==> src/rtl/writeback_buffer.sv <==
// In-order writeback buffer between the memory stage and the register-file write port.
// The head issues byte-lane register writes and PC redirects; a retired redirect flushes younger entries.
module writeback_buffer #(
  parameter  int DATA_W = 16,
  parameter  int NREG   = 8,
  parameter  int DEPTH  = 2,
  localparam int NBYTES = DATA_W / 8,
  localparam int REG_W  = (NREG > 1) ? $clog2(NREG) : 1,
  localparam int PW     = $clog2(DEPTH),
  localparam int CW     = PW + 1
) (
  input  logic              clk,
  input  logic              rst_n,
  input  logic              en,
  input  logic              in_valid,
  output logic              in_ready,
  input  logic [DATA_W-1:0] in_data,
  input  logic [NBYTES-1:0] in_be,
  input  logic [REG_W-1:0]  in_dest,
  input  logic              in_setpc,
  output logic              rf_we,
  output logic [NBYTES-1:0] rf_be,
  output logic [REG_W-1:0]  rf_dest,
  output logic [DATA_W-1:0] rf_data,
  input  logic              rf_ack,
  output logic              pc_set_o,
  output logic [DATA_W-1:0] pc_value_o,
  output logic [NREG-1:0]   pend_mask,
  output logic [CW-1:0]     count_o
);

  localparam logic [PW-1:0] P_ONE = PW'(1);
  localparam logic [CW-1:0] C_ONE = CW'(1);

  logic [DATA_W-1:0] r_data  [DEPTH];
  logic [NBYTES-1:0] r_be    [DEPTH];
  logic [REG_W-1:0]  r_dest  [DEPTH];
  logic              r_setpc [DEPTH];
  logic [PW-1:0]     r_head;
  logic [PW-1:0]     r_tail;
  logic [CW-1:0]     r_count;

  logic              w_head_vld;
  logic              w_head_wr;
  logic              w_retire;
  logic              w_flush;
  logic              w_push;
  logic [NREG-1:0]   w_pend;
  logic [PW-1:0]     w_off;

  assign w_head_vld = (r_count != '0);
  assign w_head_wr  = w_head_vld && (r_be[r_head] != '0);
  // Stored entries with be=0 always carry setpc, so the non-write branch only needs setpc.
  assign w_retire   = en && w_head_vld && (w_head_wr ? rf_ack : r_setpc[r_head]);
  assign w_flush    = w_retire && r_setpc[r_head];
  assign in_ready   = (r_count < CW'(DEPTH));
  assign w_push     = in_valid && in_ready && !w_flush && ((in_be != '0) || in_setpc);

  assign rf_we      = en && w_head_wr;
  assign rf_be      = rf_we ? r_be[r_head] : '0;
  assign rf_dest    = w_head_vld ? r_dest[r_head] : '0;
  assign rf_data    = w_head_vld ? r_data[r_head] : '0;
  assign pc_set_o   = w_flush;
  assign pc_value_o = w_flush ? r_data[r_head] : '0;
  assign count_o    = r_count;
  assign pend_mask  = w_pend;

  always_comb begin
    w_pend = '0;
    w_off  = '0;
    for (int i = 0; i < DEPTH; i++) begin
      w_off = PW'(i) - r_head;
      if (({1'b0, w_off} < r_count) && (r_be[i] != '0)) begin
        w_pend[r_dest[i]] = 1'b1;
      end
    end
  end

  always_ff @(posedge clk or negedge rst_n) begin
    if (!rst_n) begin
      r_head  <= '0;
      r_tail  <= '0;
      r_count <= '0;
    end else if (w_flush) begin
      r_head  <= '0;
      r_tail  <= '0;
      r_count <= '0;
    end else begin
      if (w_push) begin
        r_tail <= r_tail + P_ONE;
      end
      if (w_retire) begin
        r_head <= r_head + P_ONE;
      end
      case ({w_push, w_retire})
        2'b10:   r_count <= r_count + C_ONE;
        2'b01:   r_count <= r_count - C_ONE;
        default: r_count <= r_count;
      endcase
    end
  end

  // Payload storage carries no reset; occupancy alone decides which slots are live.
  always_ff @(posedge clk) begin
    if (w_push) begin
      r_data[r_tail]  <= in_data;
      r_be[r_tail]    <= in_be;
      r_dest[r_tail]  <= in_dest;
      r_setpc[r_tail] <= in_setpc;
    end
  end

endmodule
==> config.mk <==
export PLATFORM = sky130hd
export DESIGN_NAME = writeback_buffer
export DESIGN_NICKNAME = d
export VERILOG_FILES = /design/src/rtl/writeback_buffer.sv
export SDC_FILE = /design/constraint.sdc
export NUM_CORES = 1
export LEC_CHECK = 0
export BUFFER_PORTS_ARGS = -buffer_cell sky130_fd_sc_hd__buf_4
export CAP_MARGIN = 40
export CORE_MARGIN = 2
export CORE_UTILIZATION = 47
export CTS_BUF_LIST = sky130_fd_sc_hd__clkbuf_8
export CTS_CLUSTER_SIZE = 20
export DETAILED_ROUTE_END_ITERATION = 12
export GPL_ROUTABILITY_DRIVEN = 0
export MAX_ROUTING_LAYER = met4
export PLACE_DENSITY = 0.84
export SYNTH_ARGS = -nofsm -noshare
export SYNTH_HDL_FRONTEND = slang
export SYNTH_SLANG_ARGS = --single-unit
export TNS_END_PERCENT = 1
==> constraint.sdc <==
create_clock -name clk -period 7.5 [get_ports clk]
set_clock_uncertainty 0.1 [all_clocks]
set_input_delay 1.5 -clock clk [delete_from_list [all_inputs] [get_ports clk]]
set_output_delay 1.5 -clock clk [all_outputs]
set_load 0.01 [all_outputs]
==> flow_summary.json, run 1 <==
{
  "avgRoutedWirePerCell_um": 14.54,
  "peakVddDrop_uv": 190.8,
  "reg2reg_slack_ns": 4.55,
  "drtIter0Drc": 65,
  "cts_root_buffer": "clkbuf_8",
  "yosysSeqAreaShare_pct": 63.64,
  "crit_type": "primary input to output port",
  "cap_violations": 0,
  "path_cells": "buf_4 -> o31ai_4 -> or2_1 -> inv_2 -> buf_4",
  "synth_ff_type": "edfxtp_1",
  "core-area_um2": 4661,
  "power_mw": 1.008,
  "num-fill-cells": 362,
  "cp.arrival_ns": 2.84,
  "syn_avg_cell_area_um2": 12.84,
  "end_kind": "output port",
  "die_w_um": 72.94,
  "p_per_area_nw_per_um2": 340.7,
  "cts_tree": "built",
  "worstHoldPathCells": 2,
  "cp_slowest_cell": "or2_1",
  "vias": 1597,
  "critPathMaxFanout": 18,
  "cp_slowest_stage_delay_ns": 0.56,
  "grt_max_degree": 31,
  "cts_setup_buffers": 0,
  "htree_levels": 2,
  "drt-total-wl_mm": 4.465,
  "grt_antenna_before_repair": 0,
  "critPathLaunchType": "primary input",
  "antennaDiodeCount": 0,
  "cts_resized": 0,
  "portBuffers": 76,
  "cts_buffers": 5,
  "viasPerCell": 5.202,
  "syn-cell-area_um2": 2233,
  "min_period_ns": 4.444,
  "fin_crit_sh_pct": 59.25,
  "finalMaxSlewViolations": 0,
  "num_io_pins": 77,
  "die-height_um": 72.94,
  "rows": 25,
  "grt-ovfl-total": 0,
  "rsz0062_at_grt": "false",
  "grt_pass1_vias": 1499,
  "start_util_pct": 47.92,
  "fmax_mhz": 225.0,
  "synth-edff-count": 44,
  "ys_seq_elements": 48,
  "ant_nets": 0,
  "ys_warn_count": 0,
  "hold_class": "flip-flop to flip-flop",
  "worstMarginPinSlew_ns": 0.6576,
  "cts.clk_slew.worst_paths_ns": 0.08,
  "grt_use_total_pct": 17.74,
  "drive_gt1_share_pct": 38.74,
  "drc_errors": 0,
  "setup_viol": 0,
  "grt_pass1_wl_mm": 6.969,
  "area_growth_syn_to_layout_pct": 32.44,
  "hold_viol_final": 0,
  "dieArea_um2": 5320,
  "cts_num_sinks": 48,
  "status": "finished clean",
  "async_reset_ff_share_pct": 8.333,
  "netlist_instances": 174,
  "syn_nets": 201,
  "hpwlAfterDp_mm": 3.234,
  "drtPass1Iterations": 4,
  "fin_nets": 280,
  "worstPathRequired_ns": 5.90,
  "cp_common_cell": "buf_4",
  "clk_path_buf_depth": 2,
  "cts_hold_buf": 0,
  "fin_setup_tns_ns": 0,
  "synth_cell_type_count": 38,
  "slew_headroom_pct": 55.82,
  "insertion_delay_ns": 0.29,
  "reg2reg_depth": 7,
  "p_leak_nw": 1.206
}
-- per-layer routing --
| metal | up-vias | GRT usage [%] | wire, µm |
|---|---|---|---|
| met5 | - | - | 0 |
| met4 | 0 | 3.086 | 0 |
| met3 | 0 | 4.558 | 317 |
| met2 | 56 | 29.90 | 2294 |
| met1 | 753 | 22.01 | 1853 |
| li1 | 788 | - | - |
-- cells in the mapped netlist, types with 2 or more instances --
cell type   n  area, µm²
o32ai_1     2      17.52
mux2i_1    23      230.2
a21oi_1     3      15.01
nor3_1      2      10.01
nand2b_1    5      31.28
nand2_1     4      15.01
o21ai_0     2      10.01
or3_1       3      18.77
o22ai_1     6      37.54
buf_6       2      22.52
buf_2       4      20.02
dfrtp_1     4      100.1
inv_1       2      7.510
edfxtp_1   44       1321
nor2_1     45      168.9
-- critical path: cells and delay by family --
family                 cells  cell delay, ns
AOI/OAI and AO/OA          1            0.33
buffers and inverters      3            0.45
and+or+nand+nor            1            0.56
-- registers in the layout (all words and copies together), names as in the netlist --
signal,count
count_o,2
r_be,4
r_data,32
r_dest,6
r_head,1
r_setpc,2
r_tail,1
-- layout make-up --
| cell class | count | area, µm² | area share (%) |
|---|---|---|---|
| flip-flops and latches | 48 | 1421 | 48.05 |
| inverters | 3 | 11.26 | 0.3807 |
| repair buffers | 80 | 620.6 | 20.98 |
| clock buffers | 5 | 68.82 | 2.327 |
| multi-input cells | 115 | 755.7 | 25.55 |
| well taps | 54 | 67.56 | 2.284 |
| clock inverters | 2 | 12.51 | 0.4230 |
-- stage by stage --
stage               cells  area, µm²  util, %  hold slack, ns  worst slack (ns)
floorplan             174       2233        -          0.4416             3.504
global placement      299       2849    61.13          0.5048             3.059
detailed placement    300       2877    61.72          0.5083             3.015
CTS                   307       2958    63.46          0.5248             3.038
global route          307       2958    63.46          0.5599             2.908
finish                307       2958    63.46          0.5253             3.056
-- cells by family after synthesis --
| family | Yosys count | synth area share [%] |
|---|---|---|
| xor gates and xnor gates | 1 | 0.3922 |
| AOI/OAI and AO/OA | 19 | 6.163 |
| muxes | 24 | 10.98 |
| DFF | 48 | 63.64 |
| buffers and inverters | 11 | 2.913 |
| and+or+nand+nor | 71 | 15.91 |
-- cells in the final DEF (no fill, tap or decap), types with 2 or more instances in the layout --
cell	count
mux2i_1	23
nor3_1	2
nand2b_1	5
buf_4	79
nor2_1	45
or3_1	3
inv_1	2
o32ai_1	2
o21ai_0	2
a21oi_1	3
edfxtp_1	44
nand2_1	4
clkbuf_8	5
o22ai_1	6
dfrtp_1	4
-- power by group --
part | switching [mW] | internal [mW] | leakage [nW]
logic | 0.252 | 0.226 | 0.713
registers | 0.0349 | 0.353 | 0.453
clock network | 0.0789 | 0.0631 | 0.0400
-- path summary, 6_finish.rpt --
check	startpoint	end
min in group asynchronous	rst_n	r_tail
worst min register to register	r_tail	r_tail
worst max register to register	r_head	r_data[0][13]
worst min-delay path	r_tail	r_tail
worst max-delay path	rf_ack	pc_set_o
max in group asynchronous	rst_n	count_o[1]
Note: power is estimated with default switching activity, not from simulation.
==> run 2, diff against run 1 <==
Settings changed: ABC_AREA from default to 1.
Clock period 7.5 ns to 4.2 ns, I/O delays scaled along.
==> run 2 against run 1 <==
  * Routed wire length increased by 7.9%
  * Worst hold slack got worse by 0.30 ns
  * Total power increased by 82%
  * Core utilization decreased by 0.13 points
  * Register-to-register slack got worse by 3.3 ns
  * Combinational power increased by 86%
  * Critical path depth increased by 2
  * First-iteration DRC count increased by 23%
  * Critical endpoint is now pc_value_o[3]
==> flow_summary.json, run 2 <==
{
  "antennaDiodeCount": 0,
  "post-synth-top-count-cell": "edfxtp_1",
  "cts.clk_slew.worst_paths_ns": 0.08,
  "synth_cell_type_count": 27,
  "drt-total-wl_mm": 4.818,
  "cp_slowest_stage_delay_ns": 0.76,
  "critPathMaxFanout": 20,
  "multi_input_area_um2": 699.4,
  "reg_top3": "r_data (32), r_dest (6), r_be (4)",
  "grt_pass1_wl_mm": 7.479,
  "layout_commonest_cell": "buf_4",
  "synth_top_cell_area_share_pct": 58.99,
  "cts_hold_buf": 0,
  "grt_antenna_before_repair": 0,
  "cts_root_buffer": "clkbuf_8",
  "clk_path_buf_depth": 2,
  "worstMarginPinSlew_ns": 0.6480,
  "worstPathRequired_ns": 3.26,
  "synth_ff_type": "edfxtp_1",
  "htree_levels": 2,
  "ys_seq_elements": 48,
  "die-height_um": 73.03,
  "num_io_pins": 77,
  "grt-ovfl-total": 0,
  "crit_family": "simple AND/OR/NAND/NOR gates",
  "p_per_area_nw_per_um2": 622.2,
  "cts_num_sinks": 48,
  "seq_area_um2": 1421,
  "synth-edff-count": 44,
  "fin_crit_sh_pct": 75.45,
  "grt_max_degree": 23,
  "ys_warn_count": 0,
  "status": "finished clean",
  "critPathLaunchType": "flip-flop",
  "grt_pass1_vias": 1626,
  "layout_common_cells": "buf_4, edfxtp_1, nor2_1, nand2_1, inv_1",
  "instances_no_fill": 338,
  "path_cells": "nand2_1 -> nand2_2 -> nand2_4 -> nand2_2 -> nand3_2 -> nor2_1 -> buf_4",
  "rsz0062_at_grt": "false",
  "crit_buf_inv": 1,
  "min_period_ns": 3.169,
  "hpwlAfterDp_mm": 3.705,
  "slew_headroom_pct": 56.75,
  "yosys-top-cells-area": "edfxtp_1, mux2i_1, nor2_1, dfrtp_1, nand2_1",
  "ant_nets": 0,
  "hold_class": "primary input to async pin",
  "ys_top_cells_by_count": "edfxtp_1, nor2_1, nand2_1",
  "largest_reg_flops": 32,
  "end_kind": "output port",
  "core-area_um2": 4661,
  "rows": 25,
  "area_growth_syn_to_layout_pct": 31.79,
  "drtIter0Drc": 80,
  "hold_viol_final": 0,
  "syn_avg_cell_area_um2": 10.98,
  "portBuffers": 76,
  "drive_gt1_share_pct": 37.68,
  "finalMaxSlewViolations": 0,
  "pre_cts_slack_ns": 1.218,
  "peakVddDrop_uv": 407.9,
  "drc_errors": 0,
  "fin_nets": 311,
  "vias": 1728,
  "num-fill-cells": 366,
  "dieArea_um2": 5333,
  "syn_nets": 231,
  "setup_viol": 0,
  "cp_slowest_cell": "dfrtp_1",
  "async_reset_ff_share_pct": 8.333,
  "cp_common_cell": "nand2_2",
  "drtPass1Iterations": 4,
  "insertion_delay_ns": 0.30,
  "cap_violations": 0,
  "cts_buffers": 5,
  "avgRoutedWirePerCell_um": 14.25,
  "fin_setup_tns_ns": 0,
  "dp_cells": 331,
  "p_leak_nw": 1.305,
  "grt_use_total_pct": 19.61,
  "cts_resized": 0,
  "yosysTopAreaCell": "edfxtp_1",
  "fin_ws_ns": 1.031,
  "crit_type": "flip-flop to output port",
  "start_util_pct": 48.05,
  "die_w_um": 73.03,
  "fmax_mhz": 315.6,
  "cts_setup_buffers": 0,
  "viasPerCell": 5.112,
  "cts_tree": "built",
  "yosysSeqAreaShare_pct": 63.46,
  "cp.arrival_ns": 2.23,
  "largest-register": "r_data",
  "syn-cell-area_um2": 2240,
  "netlist_instances": 204
}
[run 2: power breakdown]
part / switching (mW) / internal [mW]
clock: 0.144 / 0.113
sequential: 0.0699 / 0.623
combinational: 0.503 / 0.384
[run 2: layer usage]
metal	vias up	wire length, µm	GRT usage, %
met5	-	0	-
met1	810	1960	23.39
met4	0	70	7.407
met3	6	303	4.282
li1	847	-	-
met2	65	2484	32.53
[run 2: worst paths after layout]
| check | startpoint | end | slack [ns] | depth (start not counted) |
|---|---|---|---|---|
| worst max-delay path | r_head | pc_value_o[3] | 1.03 | 7 |
| worst min-delay path | rst_n | r_tail | 0.22 | 1 |
| worst max register to register | r_head | r_data[0][11] | 1.25 | 9 |
| worst min register to register | r_tail | r_tail | 0.43 | 1 |
| max in group asynchronous | rst_n | r_head | 3.68 | 1 |
| min in group clk | r_tail | r_tail | 0.43 | 1 |
[run 2: kinds of logic (layout without fill, tap and decap cells)]
group	Yosys count	count (layout)	synth area share [%]
AND/OR/NAND/NOR	90	90	18.21
multiplexers	16	16	7.151
buffers and inverters	29	109	5.642
flip-flops	48	48	63.46
AO/OA/AOI/OAI	21	21	5.531
[run 2: per-stage QoR]
stage / util (%) / power (mW) / area (µm²) / hold WS (ns)
after CTS: 63.33 / 1.847 / 2952 / 0.2175
after global routing: 63.33 / 1.955 / 2952 / 0.2165
after global placement: 61.58 / 1.565 / 2870 / 0.4213
after floorplan: - / 1.206 / 2240 / 0.3653
after detailed placement: 61.58 / 1.596 / 2870 / 0.4102
final: 63.33 / 1.836 / 2952 / 0.2218
[run 2: worst reg2reg max path, cell delays in order, from the launching register on]
cell	delay [ns]
dfrtp_1	0.76
inv_4	0.10
nand2_1	0.10
nand2_2	0.07
nand2_4	0.07
nand2_2	0.06
nand3_2	0.31
nand2_1	0.21
nor2_2	0.55
buf_4	0.32
[run 2: layout make-up]
type	instances	area share (%)
multi-input cells	127	23.70
clock inverters	2	0.4239
clock buffers	5	2.331
repair buffers	79	20.09
inverters	23	3.010
flip-flops and latches	48	48.16
well taps	54	2.289
